`config.mk`:
```
export PLATFORM = sky130hd
export DESIGN_NAME = ahb_lite_master_flat
export DESIGN_NICKNAME = d
export VERILOG_FILES = /design/src/rtl/ahb_pkg.sv /design/src/rtl/ahb_lite_master_if.sv /design/src/rtl/ahb_lite_align_check.sv /design/src/rtl/ahb_lite_master.sv /design/src/flat_wrapper.sv
export SDC_FILE = /design/constraint.sdc
export NUM_CORES = 1
export LEC_CHECK = 0
export ABC_CLOCK_PERIOD_IN_PS = 2400
export CAP_MARGIN = 10
export CELL_PAD_IN_SITES_DETAIL_PLACEMENT = 2
export CELL_PAD_IN_SITES_GLOBAL_PLACEMENT = 2
export CORE_MARGIN = 3
export CORE_UTILIZATION = 28
export CTS_CLUSTER_DIAMETER = 80
export CTS_CLUSTER_SIZE = 25
export DETAILED_ROUTE_END_ITERATION = 16
export PLACE_DENSITY_LB_ADDON = 0.1
export SYNTH_ARGS = -nofsm -noshare
export SYNTH_HDL_FRONTEND = slang
export SYNTH_SLANG_ARGS = --single-unit
```
`constraint.sdc`:
```
create_clock -name hclk -period 2.4 [get_ports hclk]
set_input_delay 0.6 -clock hclk [delete_from_list [all_inputs] [get_ports hclk]]
set_output_delay 0.6 -clock hclk [all_outputs]
set_load 0.02 [all_outputs]
```
`src/rtl/ahb_pkg.sv`:
```
// ahb_pkg: AHB-Lite encodings shared by the initiator and the RAM/peripheral responders
package ahb_pkg;
  typedef enum logic [1:0] {
    HTRANS_IDLE   = 2'b00,
    HTRANS_BUSY   = 2'b01,
    HTRANS_NONSEQ = 2'b10,
    HTRANS_SEQ    = 2'b11
  } htrans_e;
  typedef enum logic [2:0] {
    HBURST_SINGLE = 3'b000
  } hburst_e;
  typedef enum logic [2:0] {
    HSIZE_BYTE = 3'b000,
    HSIZE_HALF = 3'b001,
    HSIZE_WORD = 3'b010
  } hsize_e;
  typedef enum logic {
    HRESP_OKAY  = 1'b0,
    HRESP_ERROR = 1'b1
  } hresp_e;
endpackage

```
`src/rtl/ahb_lite_master_if.sv`:
```
// ahb_lite_master_if: command/response port plus AHB-Lite bus signals of the initiator
//   master modport: drives cmd_ready, rsp_*, haddr/htrans/hwrite/hsize/hburst/hprot/hmastlock/hwdata
//   slave modport:  drives cmd_valid/write/addr/size/wdata, hrdata, hready, hresp
interface ahb_lite_master_if #(
  parameter int ADDR_WIDTH = 32
) ();
  logic                  cmd_valid;
  logic                  cmd_ready;
  logic                  cmd_write;
  logic [ADDR_WIDTH-1:0] cmd_addr;
  logic [2:0]            cmd_size;
  logic [31:0]           cmd_wdata;
  logic                  rsp_valid;
  logic [31:0]           rsp_rdata;
  logic                  rsp_err;
  logic [ADDR_WIDTH-1:0] haddr;
  logic [1:0]            htrans;
  logic                  hwrite;
  logic [2:0]            hsize;
  logic [2:0]            hburst;
  logic [3:0]            hprot;
  logic                  hmastlock;
  logic [31:0]           hwdata;
  logic [31:0]           hrdata;
  logic                  hready;
  logic                  hresp;
  modport master (
    input  cmd_valid, cmd_write, cmd_addr, cmd_size, cmd_wdata, hrdata, hready, hresp,
    output cmd_ready, rsp_valid, rsp_rdata, rsp_err,
    output haddr, htrans, hwrite, hsize, hburst, hprot, hmastlock, hwdata
  );
  modport slave (
    output cmd_valid, cmd_write, cmd_addr, cmd_size, cmd_wdata, hrdata, hready, hresp,
    input  cmd_ready, rsp_valid, rsp_rdata, rsp_err,
    input  haddr, htrans, hwrite, hsize, hburst, hprot, hmastlock, hwdata
  );
endinterface

```
`src/rtl/ahb_lite_align_check.sv`:
```
// ahb_lite_align_check: flags unsupported sizes and misaligned half/word addresses
//   addr_i: two address LSBs, size_i: HSIZE encoding, illegal_o: command must be rejected
module ahb_lite_align_check
  import ahb_pkg::*;
(
  input  logic [1:0] addr_i,
  input  logic [2:0] size_i,
  output logic       illegal_o
);
  assign illegal_o = (size_i > HSIZE_WORD) |
                     ((size_i == HSIZE_HALF) & addr_i[0]) |
                     ((size_i == HSIZE_WORD) & (|addr_i));
endmodule

```
`src/rtl/ahb_lite_master.sv`:
```
// ahb_lite_master: single-outstanding pipelined AHB-Lite initiator with in-order responses
//   hclk/hresetn: bus clock and async active-low reset
//   bus (master modport): valid/ready command in, one-cycle response pulse out, AHB-Lite bus
module ahb_lite_master
  import ahb_pkg::*;
#(
  parameter int         ADDR_WIDTH = 32,
  parameter logic [3:0] HPROT_VAL  = 4'b0011
) (
  input logic               hclk,
  input logic               hresetn,
  ahb_lite_master_if.master bus
);
  logic                  a_valid_q, a_valid_d, a_rej_q, a_rej_d, a_write_q, a_write_d;
  logic [ADDR_WIDTH-1:0] a_addr_q, a_addr_d;
  logic [2:0]            a_size_q, a_size_d;
  logic [31:0]           a_wdata_q, a_wdata_d;
  logic                  d_valid_q, d_valid_d, d_write_q, d_write_d;
  logic [31:0]           d_wdata_q, d_wdata_d;
  logic                  err_q, err_d;
  htrans_e               htrans_q, htrans_d;
  logic                  rsp_valid_q, rsp_valid_d, rsp_err_q, rsp_err_d;
  logic [31:0]           rsp_rdata_q, rsp_rdata_d;
  logic                  illegal, a_mv, accept, d_load, d_done, rej_retire;
  ahb_lite_align_check u_align (
    .addr_i    (bus.cmd_addr[1:0]),
    .size_i    (bus.cmd_size),
    .illegal_o (illegal)
  );
  always_comb begin
    // A may be vacated: empty, or a legal transfer whose address phase ends, or a
    // rejected command once every older transfer has left D
    a_mv        = ~err_q & (~a_valid_q | (bus.hready & (~a_rej_q | ~d_valid_q)));
    accept      = a_mv & bus.cmd_valid;
    d_load      = a_mv & a_valid_q & ~a_rej_q;
    d_done      = d_valid_q & bus.hready;
    rej_retire  = a_mv & a_valid_q & a_rej_q;
    a_valid_d   = a_mv ? accept : a_valid_q;
    a_rej_d     = a_mv ? accept & illegal : a_rej_q;
    a_addr_d    = accept ? bus.cmd_addr : a_addr_q;
    a_write_d   = accept ? bus.cmd_write : a_write_q;
    a_size_d    = accept ? bus.cmd_size : a_size_q;
    a_wdata_d   = accept ? bus.cmd_wdata : a_wdata_q;
    d_valid_d   = d_load | (d_valid_q & ~bus.hready);
    d_write_d   = d_load ? a_write_q : d_write_q;
    d_wdata_d   = d_load ? a_wdata_q : d_wdata_q;
    // first ERROR cycle cancels the pending address phase until the second cycle ends
    err_d       = (bus.hresp == HRESP_ERROR) & ~bus.hready & d_valid_q;
    htrans_d    = (a_valid_d & ~a_rej_d & ~err_d) ? HTRANS_NONSEQ : HTRANS_IDLE;
    rsp_valid_d = d_done | rej_retire;
    rsp_err_d   = d_done ? bus.hresp : rej_retire;
    rsp_rdata_d = (d_done & ~d_write_q & ~bus.hresp) ? bus.hrdata : '0;
  end
  always_ff @(posedge hclk or negedge hresetn) begin
    if (!hresetn) begin
      a_valid_q   <= 1'b0;
      a_rej_q     <= 1'b0;
      a_write_q   <= 1'b0;
      a_addr_q    <= '0;
      a_size_q    <= '0;
      a_wdata_q   <= '0;
      d_valid_q   <= 1'b0;
      d_write_q   <= 1'b0;
      d_wdata_q   <= '0;
      err_q       <= 1'b0;
      htrans_q    <= HTRANS_IDLE;
      rsp_valid_q <= 1'b0;
      rsp_err_q   <= 1'b0;
      rsp_rdata_q <= '0;
    end else begin
      a_valid_q   <= a_valid_d;
      a_rej_q     <= a_rej_d;
      a_write_q   <= a_write_d;
      a_addr_q    <= a_addr_d;
      a_size_q    <= a_size_d;
      a_wdata_q   <= a_wdata_d;
      d_valid_q   <= d_valid_d;
      d_write_q   <= d_write_d;
      d_wdata_q   <= d_wdata_d;
      err_q       <= err_d;
      htrans_q    <= htrans_d;
      rsp_valid_q <= rsp_valid_d;
      rsp_err_q   <= rsp_err_d;
      rsp_rdata_q <= rsp_rdata_d;
    end
  end
  assign bus.cmd_ready = hresetn & a_mv;
  assign bus.rsp_valid = rsp_valid_q;
  assign bus.rsp_err   = rsp_err_q;
  assign bus.rsp_rdata = rsp_rdata_q;
  assign bus.haddr     = a_addr_q;
  assign bus.htrans    = htrans_q;
  assign bus.hwrite    = a_write_q;
  assign bus.hsize     = a_size_q;
  assign bus.hburst    = HBURST_SINGLE;
  assign bus.hprot     = HPROT_VAL;
  assign bus.hmastlock = 1'b0;
  assign bus.hwdata    = d_wdata_q;
endmodule

```
`src/flat_wrapper.sv`:
```
// flat-port wrapper written by rule: the top's interface ports become plain ports
module ahb_lite_master_flat import ahb_pkg::*;
#(
  parameter int         ADDR_WIDTH = 32,
  parameter logic [3:0] HPROT_VAL  = 4'b0011
)
  (hclk, hresetn, bus_cmd_valid, bus_cmd_write, bus_cmd_addr, bus_cmd_size, bus_cmd_wdata, bus_hrdata, bus_hready, bus_hresp, bus_cmd_ready, bus_rsp_valid, bus_rsp_rdata, bus_rsp_err, bus_haddr, bus_htrans, bus_hwrite, bus_hsize, bus_hburst, bus_hprot, bus_hmastlock, bus_hwdata);
  ahb_lite_master_if #(.ADDR_WIDTH(ADDR_WIDTH)) bus_i ();
  input logic hclk;
  input logic hresetn;
  input wire logic [$bits(bus_i.cmd_valid)-1:0] bus_cmd_valid;
  input wire logic [$bits(bus_i.cmd_write)-1:0] bus_cmd_write;
  input wire logic [$bits(bus_i.cmd_addr)-1:0] bus_cmd_addr;
  input wire logic [$bits(bus_i.cmd_size)-1:0] bus_cmd_size;
  input wire logic [$bits(bus_i.cmd_wdata)-1:0] bus_cmd_wdata;
  input wire logic [$bits(bus_i.hrdata)-1:0] bus_hrdata;
  input wire logic [$bits(bus_i.hready)-1:0] bus_hready;
  input wire logic [$bits(bus_i.hresp)-1:0] bus_hresp;
  output wire logic [$bits(bus_i.cmd_ready)-1:0] bus_cmd_ready;
  output wire logic [$bits(bus_i.rsp_valid)-1:0] bus_rsp_valid;
  output wire logic [$bits(bus_i.rsp_rdata)-1:0] bus_rsp_rdata;
  output wire logic [$bits(bus_i.rsp_err)-1:0] bus_rsp_err;
  output wire logic [$bits(bus_i.haddr)-1:0] bus_haddr;
  output wire logic [$bits(bus_i.htrans)-1:0] bus_htrans;
  output wire logic [$bits(bus_i.hwrite)-1:0] bus_hwrite;
  output wire logic [$bits(bus_i.hsize)-1:0] bus_hsize;
  output wire logic [$bits(bus_i.hburst)-1:0] bus_hburst;
  output wire logic [$bits(bus_i.hprot)-1:0] bus_hprot;
  output wire logic [$bits(bus_i.hmastlock)-1:0] bus_hmastlock;
  output wire logic [$bits(bus_i.hwdata)-1:0] bus_hwdata;
  assign bus_i.cmd_valid = bus_cmd_valid;
  assign bus_i.cmd_write = bus_cmd_write;
  assign bus_i.cmd_addr = bus_cmd_addr;
  assign bus_i.cmd_size = bus_cmd_size;
  assign bus_i.cmd_wdata = bus_cmd_wdata;
  assign bus_i.hrdata = bus_hrdata;
  assign bus_i.hready = bus_hready;
  assign bus_i.hresp = bus_hresp;
  assign bus_cmd_ready = bus_i.cmd_ready;
  assign bus_rsp_valid = bus_i.rsp_valid;
  assign bus_rsp_rdata = bus_i.rsp_rdata;
  assign bus_rsp_err = bus_i.rsp_err;
  assign bus_haddr = bus_i.haddr;
  assign bus_htrans = bus_i.htrans;
  assign bus_hwrite = bus_i.hwrite;
  assign bus_hsize = bus_i.hsize;
  assign bus_hburst = bus_i.hburst;
  assign bus_hprot = bus_i.hprot;
  assign bus_hmastlock = bus_i.hmastlock;
  assign bus_hwdata = bus_i.hwdata;
  ahb_lite_master #(.ADDR_WIDTH(ADDR_WIDTH), .HPROT_VAL(HPROT_VAL)) u_core (.hclk(hclk), .hresetn(hresetn), .bus(bus_i));
endmodule
```
Word-level counts from Yosys, hierarchy flattened

Cells that the tools add are included.

Register bits after elaboration: 141
Bits of input ports: 105
Output and inout bits: 113

Magnitude comparators: 1
Equality and inequality tests: 2
Mux-type cells: 5
Bitwise gates (word level): 33
Reduce and logical (&&, ||, !) cells: 1

Operators with widths:

| kind                                                | count |
|---|---|
| 2-to-1 mux 32 bit                                   | 1 |
| bitwise AND 1 bit                                   | 18 |
| inverter 1 bit                                      | 9 |
| OR 1 bit                                            | 6 |
| equality test 3 x 1 -> 1 bit, second input constant | 1 |
| equality test 3 x 2 -> 1 bit, second input constant | 1 |
| > comparator 3 x 2 -> 1 bit, second input constant  | 1 |
| 2-to-1 mux 1 bit                                    | 3 |
| 2-to-1 mux 2 bit                                    | 1 |
| OR reduction 2 bit                                  | 1 |

Longest topological paths before layout

Depth in word-level cells: 12
Depth in mapped cells: 5

Hierarchy

Synthesis repeated with hierarchy kept, for this count alone.

Cells, all modules: 322
Area total of the unflattened synthesis: 5207.5 µm²

By module, submodules not included:

| module               | times used | cells each | area each (µm²) | seq. area each (µm²) |
|---|---|---|---|---|
| ahb_lite_master      | 1          | 319        | 5190.0          | 3503.4 |
| ahb_lite_align_check | 1          | 3          | 17.5            | 0.0 |

Least setup slack after synthesis

Ideal clock, no wire load.

Path type: input to register
From: input bus_hready
To: register u_core.a_wdata_q[22]
Setup time: 0.127 ns
Arrival: 1.796 ns
Slack: 0.476 ns
Cell stages on the path: 5
Path buffers: 2
Path through: a21bo_2 a211oi_2 buf_4 buf_6 mux2_1

Word-level cells in the longest chain between the ends: 4

Ends and longest elaborated chain:

| element              | line                  | RTL |
|---|---|---|
| start, declared      | flat_wrapper.sv:17    | `input wire logic [$bits(bus_i.hready)-1:0] bus_hready;` |
| bitwise AND 1 bit    | ahb_lite_master.sv:33 | `a_mv = ~err_q & (~a_valid_q \| (bus.hready & (~a_rej_q \| ~d_valid_q)));` |
| OR 1 bit             | ahb_lite_master.sv:33 |  |
| bitwise AND 1 bit    | ahb_lite_master.sv:33 |  |
| bitwise AND 1 bit    | ahb_lite_master.sv:34 | `accept = a_mv & bus.cmd_valid;` |
| end signal, assigned | ahb_lite_master.sv:76 | `a_wdata_q <= a_wdata_d;` |
| end, declared        | ahb_lite_master.sv:17 | `logic [31:0] a_wdata_q, a_wdata_d;` |

No other way between the ends.
A chain may end at the register's enable or synchronous reset.

Worst setup path in the final report

From: input bus_hready
To: output bus_cmd_ready

Word-level cells in the longest chain between the ends: 4

Ends and longest elaborated chain:

| element           | line                  | RTL |
|---|---|---|
| bitwise AND 1 bit | ahb_lite_master.sv:33 |  |
| OR 1 bit          | ahb_lite_master.sv:33 |  |
| bitwise AND 1 bit | ahb_lite_master.sv:33 |  |
| bitwise AND 1 bit | ahb_lite_master.sv:87 | `assign bus.cmd_ready = hresetn & a_mv;` |
| end, declared     | flat_wrapper.sv:19    | `output wire logic [$bits(bus_i.cmd_ready)-1:0] bus_cmd_ready;` |

No other way between the ends.

==> out/qor.yml <==
skew_ns: 0.007128
clockBufferDepth: 2
die_x_microns: 142.0
yosysMostFrequentCell: "dfrtp_1"
critPathMaxFanout: 2
die_h_microns: 142.0
drive_above_1_share_pct: 25.31
syn2layout_area_growth_pct: 57.39
rr_worst_depth: 5
cts_buffers: 17
dominantRegCellSynth: "dfrtp_1"
yosysSeqAreaShare_pct: 67.67
dp_hpwl_microns: 10230
period_share_pct: 98.15
grt_util_met1_pct: 16.06
syn_inst: 328
layout.nets: 653
start_util_pct: 28.63
final_core_util_pct: 45.06
setup_viol: 0
worst_pin_slew_ns: 0.7555
max_cap_violations: 0
grt_pass1_wl_microns: 22270
place_area_sq_mm: 0.007553
yosys-top-cells-count: "dfrtp_1, mux2_2, and2_1, buf_4"
outcome: "finished clean"
maxSlewHeadroom_pct: 49.64
drc_errors: 0
r2r_start: "u_core.a_rej_q$_DFF_PN0_"
clkSinkCount: 140
avgSynthCellArea_sq_um: 15.78
synth_area_leaders: "dfrtp_1, mux2_2, and2_1"
cts_setup_buffers: 0
hold_path_class: "primary input to asynchronous set/reset pin"
dp_cells: 758
io_pins: 218
grt_max_degree: 141
htree_levels: 4
rows: 49
first_iter_violations: 91
yosys.area.top_type: "dfrtp_1"
antenna-diode-count: 0
via_per_inst: 4.357
crit_slowest_cell: "clkdlybuf4s50_1"
grtUsageTotal_pct: 14.36
setup_tns_ns: 0
coreArea_sq_mm: 0.01809
p_leak_nw: 3.460
ant_nets: 0
power_mw: 8.612
p_per_area_mw_per_mm2: 1057
peakVddDrop_mv: 0.4876
arrival_ns: 1.76
routedWlPerCell_microns: 18.03
yosys_warnings: 0
drt_first_pass_iters: 4
grt_most_used_layer: "met2"
cp_cell_sequence: "clkdlybuf4s50_1 -> a21bo_2 -> a21oi_2 -> and2_4 -> buf_6"
antenna_found_initial: 1
stdcell_area_sq_mm: 0.008149
min_period_ns: 2.356
cts.reportedPaths.clkPinSlew_ns: 0.05
routed_wl_microns: 14250
max_stage_delay_ns: 0.47
cts_root_buffer: "clkbuf_16"
die-area_sq_mm: 0.02016
met3_usage_pct: 8.602
synth_edf_count: 0
cts_tree: "done"
yosys.area.top_type_share_pct: 67.67
final-max-slew-violation-count: 0
synth-async-reset-ratio_pct: 100.0
insertion_delay_ns: 0.41
grt_use_met2_pct: 23.28
hold_viol_final: 0
timing_worst_setup_path_type: "primary input to primary output"
grt-ovfl-total: 0
numPortBuffers: 208
worstReg2RegEnd: "u_core.bus.haddr[26]$_DFFE_PN0P_"
vias: 3442
netlist_area_sq_mm: 0.005177
crit_path_end_kind: "primary output"
first_global_vias: 4009
start_kind: "primary input"
rrSetupSlack_ns: 0.46
ys_ff_latch: 140
final_cells: 790
crit_required_ns: 1.80
fmax_mhz: 424.5
synthDistinctLibCells: 26
gp_congestion: 0.6949
## worst max-delay path, delay by kind of cell
| family | cells | cell delay (ns) |
|---|---|---|
| buf+inv | 2 | 0.58 |
| simple gates | 1 | 0.16 |
| compound gates | 2 | 0.41 |
## through the flow
stage / hold slack (ns) / setup WS (ns)
finish: 0.3293 / 0.04442
global route: 0.3753 / -0.01511
detailed placement: 0.4781 / -0.4370
global placement: 0.4608 / -0.4281
floorplan: 0.3044 / 0.4763
CTS: 0.3922 / 0.005512
## sequential cells by signal, summed over array words and instances, names as in the netlist
signal,flops
u_core.d_valid_q,1
u_core.a_wdata_q,32
u_core.a_valid_q,1
u_core.bus.hwrite,1
u_core.bus.rsp_rdata,32
u_core.d_write_q,1
u_core.bus.rsp_err,1
u_core.bus.htrans,1
u_core.err_q,1
u_core.bus.haddr,32
u_core.a_rej_q,1
u_core.bus.hsize,3
u_core.bus.rsp_valid,1
u_core.bus.hwdata,32
## repair_timing
action                                  CTS  global route
resized for setup                         4             4
endpoints found under the setup margin    1             1
hold buffers                              0             0
## placed cells by master (no fill, tap or decap), types with 2 or more instances in the layout
| cell type | count |
|---|---|
| a21o_1 | 2 |
| a21oi_1 | 2 |
| and2_1 | 32 |
| buf_12 | 3 |
| buf_4 | 7 |
| buf_6 | 2 |
| bufinv_16 | 2 |
| clkbuf_16 | 17 |
| clkbuf_8 | 3 |
| clkdlybuf4s50_1 | 206 |
| clkinv_2 | 4 |
| clkinvlp_4 | 5 |
| conb_1 | 9 |
| dfrtp_1 | 140 |
| inv_1 | 6 |
| mux2_1 | 9 |
| mux2_2 | 92 |
| nand3_1 | 2 |
| nand3b_1 | 2 |
## power by group
group / internal (mW) / switching, mW
registers: 2.98 / 0.324
logic: 1.48 / 1.23
clock network: 1.60 / 0.990
total: 6.06 / 2.55
## area by class of cell
cell class	count	area, sq um
Multi-Input combinational cell	165	1551
Tap cell	229	286.5
Timing Repair Buffer	218	2197
Sequential cell	140	3503
Fill cell	1760	9937
Clock buffer	21	470.5
Clock inverter	11	117.6
Inverter	6	22.52
## routing by layer
| metal | vias up | wire (microns) |
|---|---|---|
| met3 | 14 | 1646 |
| met4 | 2 | 152 |
| met2 | 152 | 6779 |
| met1 | 1735 | 5657 |
| met5 | - | 9 |
| li1 | 1539 | - |
## worst max-delay path by stage
stage / start / end / slack (ns) / cells after the start
2_1_floorplan: bus_hready / u_core.a_wdata_q[22]$_DFFE_PN0P_ / 0.48 / 5
3_3_place_gp: bus_hready / bus_cmd_ready / -0.43 / 5
3_5_place_dp: bus_hready / bus_cmd_ready / -0.44 / 5
4_1_cts: bus_hready / bus_cmd_ready / 0.006 / 5
5_1_grt: bus_hready / bus_cmd_ready / -0.02 / 5
6_report: bus_hready / bus_cmd_ready / 0.04 / 5
## kinds of logic after synthesis
logic type / Yosys count / share of synthesized area [%]
flops: 140 / 67.67
mux: 101 / 21.97
simple gates: 42 / 5.027
buf+inv: 30 / 3.262
compound gates: 13 / 1.933
other cells: 2 / 0.1451
No activity file was read; power rests on OpenSTA's default activity.
